## src/rtl/mux16_scan_serializer.sv

```systemverilog
// Drives a 16:1 mux with a loaded word, walks its select, and serializes the sampled output.
// Each sampled bit is checked against the loaded word; mismatches latch a sticky err flag.
module mux16_scan_serializer #(
  parameter int SETTLE_CYCLES = 1,
  parameter bit SCAN_DESC     = 1'b0
) (
  input  logic        clk,
  input  logic        rst_n,
  input  logic        load_valid,
  output logic        load_ready,
  input  logic [0:15] load_data,
  output logic [0:15] mux_in,
  output logic [0:3]  mux_sel,
  input  logic        mux_out,
  output logic        ser_valid,
  input  logic        ser_ready,
  output logic        ser_data,
  output logic [0:3]  ser_index,
  output logic        ser_last,
  output logic        busy,
  output logic        err,
  input  logic        err_clr
);

  localparam logic [1:0] IDLE    = 2'd0;
  localparam logic [1:0] SETTLE  = 2'd1;
  localparam logic [1:0] PRESENT = 2'd2;

  localparam logic [0:3] SEL_START = SCAN_DESC ? 4'd15 : 4'd0;
  localparam logic [0:3] SEL_END   = SCAN_DESC ? 4'd0 : 4'd15;
  localparam logic [3:0] CNT_LOAD  = 4'(SETTLE_CYCLES);

  logic [1:0] state;
  logic [3:0] cnt;
  logic       sample;
  logic       mismatch;

  // cnt == 1 marks the final settle cycle: the edge that ends it captures mux_out.
  assign sample   = (state == SETTLE) && (cnt == 4'd1);
  assign mismatch = sample && (mux_out != mux_in[mux_sel]);

  assign load_ready = (state == IDLE);
  assign ser_valid  = (state == PRESENT);

  always_ff @(posedge clk or negedge rst_n) begin
    if (!rst_n) begin
      state     <= IDLE;
      cnt       <= 4'd0;
      mux_in    <= '0;
      mux_sel   <= SEL_START;
      ser_data  <= 1'b0;
      ser_index <= '0;
      ser_last  <= 1'b0;
      busy      <= 1'b0;
    end else begin
      case (state)
        IDLE: begin
          if (load_valid) begin
            mux_in  <= load_data;
            mux_sel <= SEL_START;
            cnt     <= CNT_LOAD;
            busy    <= 1'b1;
            state   <= SETTLE;
          end
        end
        SETTLE: begin
          cnt <= cnt - 4'd1;
          if (sample) begin
            ser_data  <= mux_out;
            ser_index <= mux_sel;
            ser_last  <= (mux_sel == SEL_END);
            state     <= PRESENT;
          end
        end
        PRESENT: begin
          if (ser_ready) begin
            if (ser_last) begin
              busy  <= 1'b0;
              state <= IDLE;
            end else begin
              mux_sel <= SCAN_DESC ? mux_sel - 4'd1 : mux_sel + 4'd1;
              cnt     <= CNT_LOAD;
              state   <= SETTLE;
            end
          end
        end
        default: begin
          busy  <= 1'b0;
          state <= IDLE;
        end
      endcase
    end
  end

  // A fresh mismatch outranks a clear arriving in the same cycle.
  always_ff @(posedge clk or negedge rst_n) begin
    if (!rst_n) begin
      err <= 1'b0;
    end else if (mismatch) begin
      err <= 1'b1;
    end else if (err_clr) begin
      err <= 1'b0;
    end
  end

endmodule

```

## config.mk

```make
export PLATFORM = sky130hd
export DESIGN_NAME = mux16_scan_serializer
export DESIGN_NICKNAME = d
export VERILOG_FILES = /design/src/rtl/mux16_scan_serializer.sv
export SDC_FILE = /design/constraint.sdc
export NUM_CORES = 1
export LEC_CHECK = 0
export CAP_MARGIN = 15
export CORE_MARGIN = 3
export CORE_UTILIZATION = 43
export CTS_CLUSTER_DIAMETER = 50
export CTS_CLUSTER_SIZE = 24
export DETAILED_ROUTE_END_ITERATION = 10
export PLACE_DENSITY = 0.76
export SLEW_MARGIN = 20
export SYNTH_ARGS = -nofsm -noshare
export SYNTH_HDL_FRONTEND = slang
export SYNTH_SLANG_ARGS = --single-unit
```

## constraint.sdc

```tcl
create_clock -name clk -period 5.32 [get_ports clk]
set_clock_uncertainty 0.1 [all_clocks]
set_input_delay 1.596 -clock clk [delete_from_list [all_inputs] [get_ports clk]]
set_output_delay 1.596 -clock clk [all_outputs]
set_load 0.05 [all_outputs]
```

==> flow_summary_export.csv <==
group,metric,value,unit
outcome,status,"completed",
worst_setup_path,crit_path_end_kind,"primary output",
clocking,htreeDepth,2,
worst_setup_path,start_kind,"flop",
clocking,holdBufCountCts,0,
final_layout,syn_to_final_growth,39.1,%
timing,setup_viol,0,
worst_setup_path,timing.rr.end,"err",
hold_path,whs_path_depth,1,
pwr,ir_drop,0.486,mV
clocking,cts_tree,"built",
hold_path,worstHoldStart,"ser_index[1]",
timing,fin_setup_tns,0,ns
clocking,numCtsBuffers,5,
drt,ant_nets,0,
logic_synthesis,synthCells,116,
pwr,powerDensity,629,nW/um^2
global_route,grt_overflow,0,
hold_path,hold_path.class,"reg2reg",
global_route,grt_use_total,0.175,
clocking,clockBufferDepth,2,
clocking,cts_resized,0,
worst_setup_path,cp.required,3.62,ns
logic_synthesis,synth_seq_cells,34,
logic_synthesis,netlist_area,1560,sq um
placed_design,dp_cells,209,
worst_setup_path,worstPathArrival,1.87,ns
timing,max_freq,280,MHz
drt,vias_per_cell,5.10,
timing,max_slew_margin,0.453,
worst_setup_path,r2r_slack,3.18,ns
logic_synthesis,synth.distinct_cells,29,
worst_setup_path,reg2regPathDepth,4,
clocking,post_cts_buffers,0,
drt,num_vias,1106,
final_layout,fin_cells,217,
die,io_pins,52,
drt,wl_per_cell,15.2,um
final_layout,drive_above_1_share,0.0643,
placed_design,gp_congestion,0.714,
logic_synthesis,yosys_warnings,0,
logic_synthesis,synth_area_leaders,"dfrtp_1, mux2_1, mux4_1, mux4_2, xnor2_1",
worst_setup_path,path_max_fanout,8,
drt,wirelength,3.31,mm
placed_design,hpwl,2.47,mm
logic_synthesis,yosys-top-cells-count,"dfrtp_1, mux2_1, inv_1, nor2_1, xnor2_1",
drt,drc,0,
timing,layout_min_cycle_time,3.57,ns
drt,drtIter0Drc,38,
logic_synthesis,syn_nets,141,
global_route,grt_max_degree,35,
timing,period_share,0.671,
die,core,3420,sq um
final_layout,nets,195,
die,die-area,4370,sq um
clocking,cts_root_buffer,"clkbuf_4",
global_route,antenna_found_initial,0,
timing,drv_slew,0,
die,rows,21,
logic_synthesis,synthFlopType,"dfrtp_1",
global_route,grt_pass1_vias,1135,
die,die_h,66.1,um
worst_setup_path,r2r-start,"mux_sel[2]",
pwr,total_power,1.36,mW
die,die_w,66.1,um
timing,rsz0062_at_grt,"false",
final_layout,diodes,0,
pwr,leakage,0.915,nW
logic_synthesis,avgSynthCellArea,13.4,sq um
clocking,clk_pin_slew_worst_paths,0.10,ns
drt,dr.pass1.iters,4,
timing,max_slew.worst_pin.slew,0.820,ns
timing,hold_slack,0.407,ns
timing,hold_viol,0,
logic_synthesis,synth_area_leader_cell,"dfrtp_1",
logic_synthesis,synth-edff-count,0,
clocking,clkSinkCount,34,
die,start_util,0.455,
global_route,grt_pass1_wl,5.54,mm
placed_design,port_buffers,51,
logic_synthesis,post-synth-top-count-cell,"dfrtp_1",
clocking,clock_latency,0.34,ns
hold_path,holdPathEnd,"ser_index[1]",
worst_setup_path,crit_type,"reg2out",
logic_synthesis,ys_seq_area_frac,0.547,
logic_synthesis,async_flop_share,1.00,
job,drv_cap,0,
logic_synthesis,synth_top_area_frac,0.547,
==> layout make-up <==
type / count / area, sq um
clock inverters: 1 / 5.00
multi-input cells: 70 / 651
inverters: 7 / 26.3
repair buffers: 52 / 518
fillers: 288 / 1250
flip-flops and latches: 34 / 851
clock buffers: 7 / 55.1
well taps: 46 / 57.6
==> logic make-up after synthesis <==
| family | Yosys count | synth area share |
|---|---|---|
| flops | 34 | 0.547 |
| fa+ha+maj | 3 | 0.0241 |
| mux | 27 | 0.239 |
| xor+xnor | 5 | 0.0282 |
| simple gates | 21 | 0.0716 |
| buf+inv | 12 | 0.0346 |
| compound gates | 14 | 0.0555 |
==> worst max-delay path by stage <==
stage / cells past startpoint / startpoint / endpoint
after global routing: 3 / state[0] / ser_valid
after detailed placement: 3 / load_valid / mux_in[15]
after global placement: 3 / load_valid / mux_in[0]
after floorplan: 4 / load_valid / mux_in[1]
after CTS: 3 / state[0] / ser_valid
final: 3 / state[0] / ser_valid
==> power breakdown <==
group / leakage [nW] / total (mW) / internal, mW / switching [mW]
Combinational: 0.458 / 0.763 / 0.297 / 0.466
Clock: 0.0353 / 0.147 / 0.0640 / 0.0832
Sequential: 0.422 / 0.450 / 0.360 / 0.0898
Total: 0.915 / 1.36 / 0.721 / 0.639
==> layer usage <==
metal / vias to the layer above / global-route usage / part of all wire / routed length, um
met4: 0 / 0.0761 / 0.018 / 59
li1: 520 / - / - / -
met3: 7 / 0.0510 / 0.081 / 267
met5: - / 0 / 0 / 0
met1: 532 / 0.219 / 0.42 / 1390
met2: 47 / 0.280 / 0.48 / 1590
==> flip-flops by register name (all words and copies together), names as in the netlist <==
name / count
busy: 1
cnt: 4
err: 1
mux_in: 16
mux_sel: 4
ser_data: 1
ser_index: 4
ser_last: 1
state: 2
==> per-stage QoR <==
step / util / instance area, sq um / setup slack [ns]
6_report: 0.633 / 2160 / 1.75
3_3_place_gp: 0.616 / 2100 / 1.97
3_5_place_dp: 0.616 / 2100 / 1.90
4_1_cts: 0.633 / 2160 / 1.74
5_1_grt: 0.633 / 2160 / 1.66
2_1_floorplan: - / 1560 / 2.50
==> placed cells by master, fill, tap and decap left out, types with 3 or more instances in the layout <==
| master | netlist | final |
|---|---|---|
| dfrtp_1 | 34 | 34 |
| nand2b_1 | 4 | 4 |
| o21ai_0 | 3 | 3 |
| xnor2_1 | 5 | 5 |
| clkdlybuf4s50_1 | 0 | 51 |
| mux4_1 | 3 | 3 |
| mux2_1 | 21 | 21 |
| nand3_1 | 3 | 3 |
| inv_1 | 7 | 7 |
| nor2_1 | 5 | 5 |
| nand2_1 | 3 | 3 |
| clkbuf_4 | 0 | 5 |
| ha_1 | 3 | 3 |
==> critical path: stages (launching register included) <==
cell             delay, ns
dfrtp_1               0.46
nand2b_1              0.22
inv_1                 0.07
clkdlybuf4s50_1       0.79
Power figures use the tool's default switching activity.
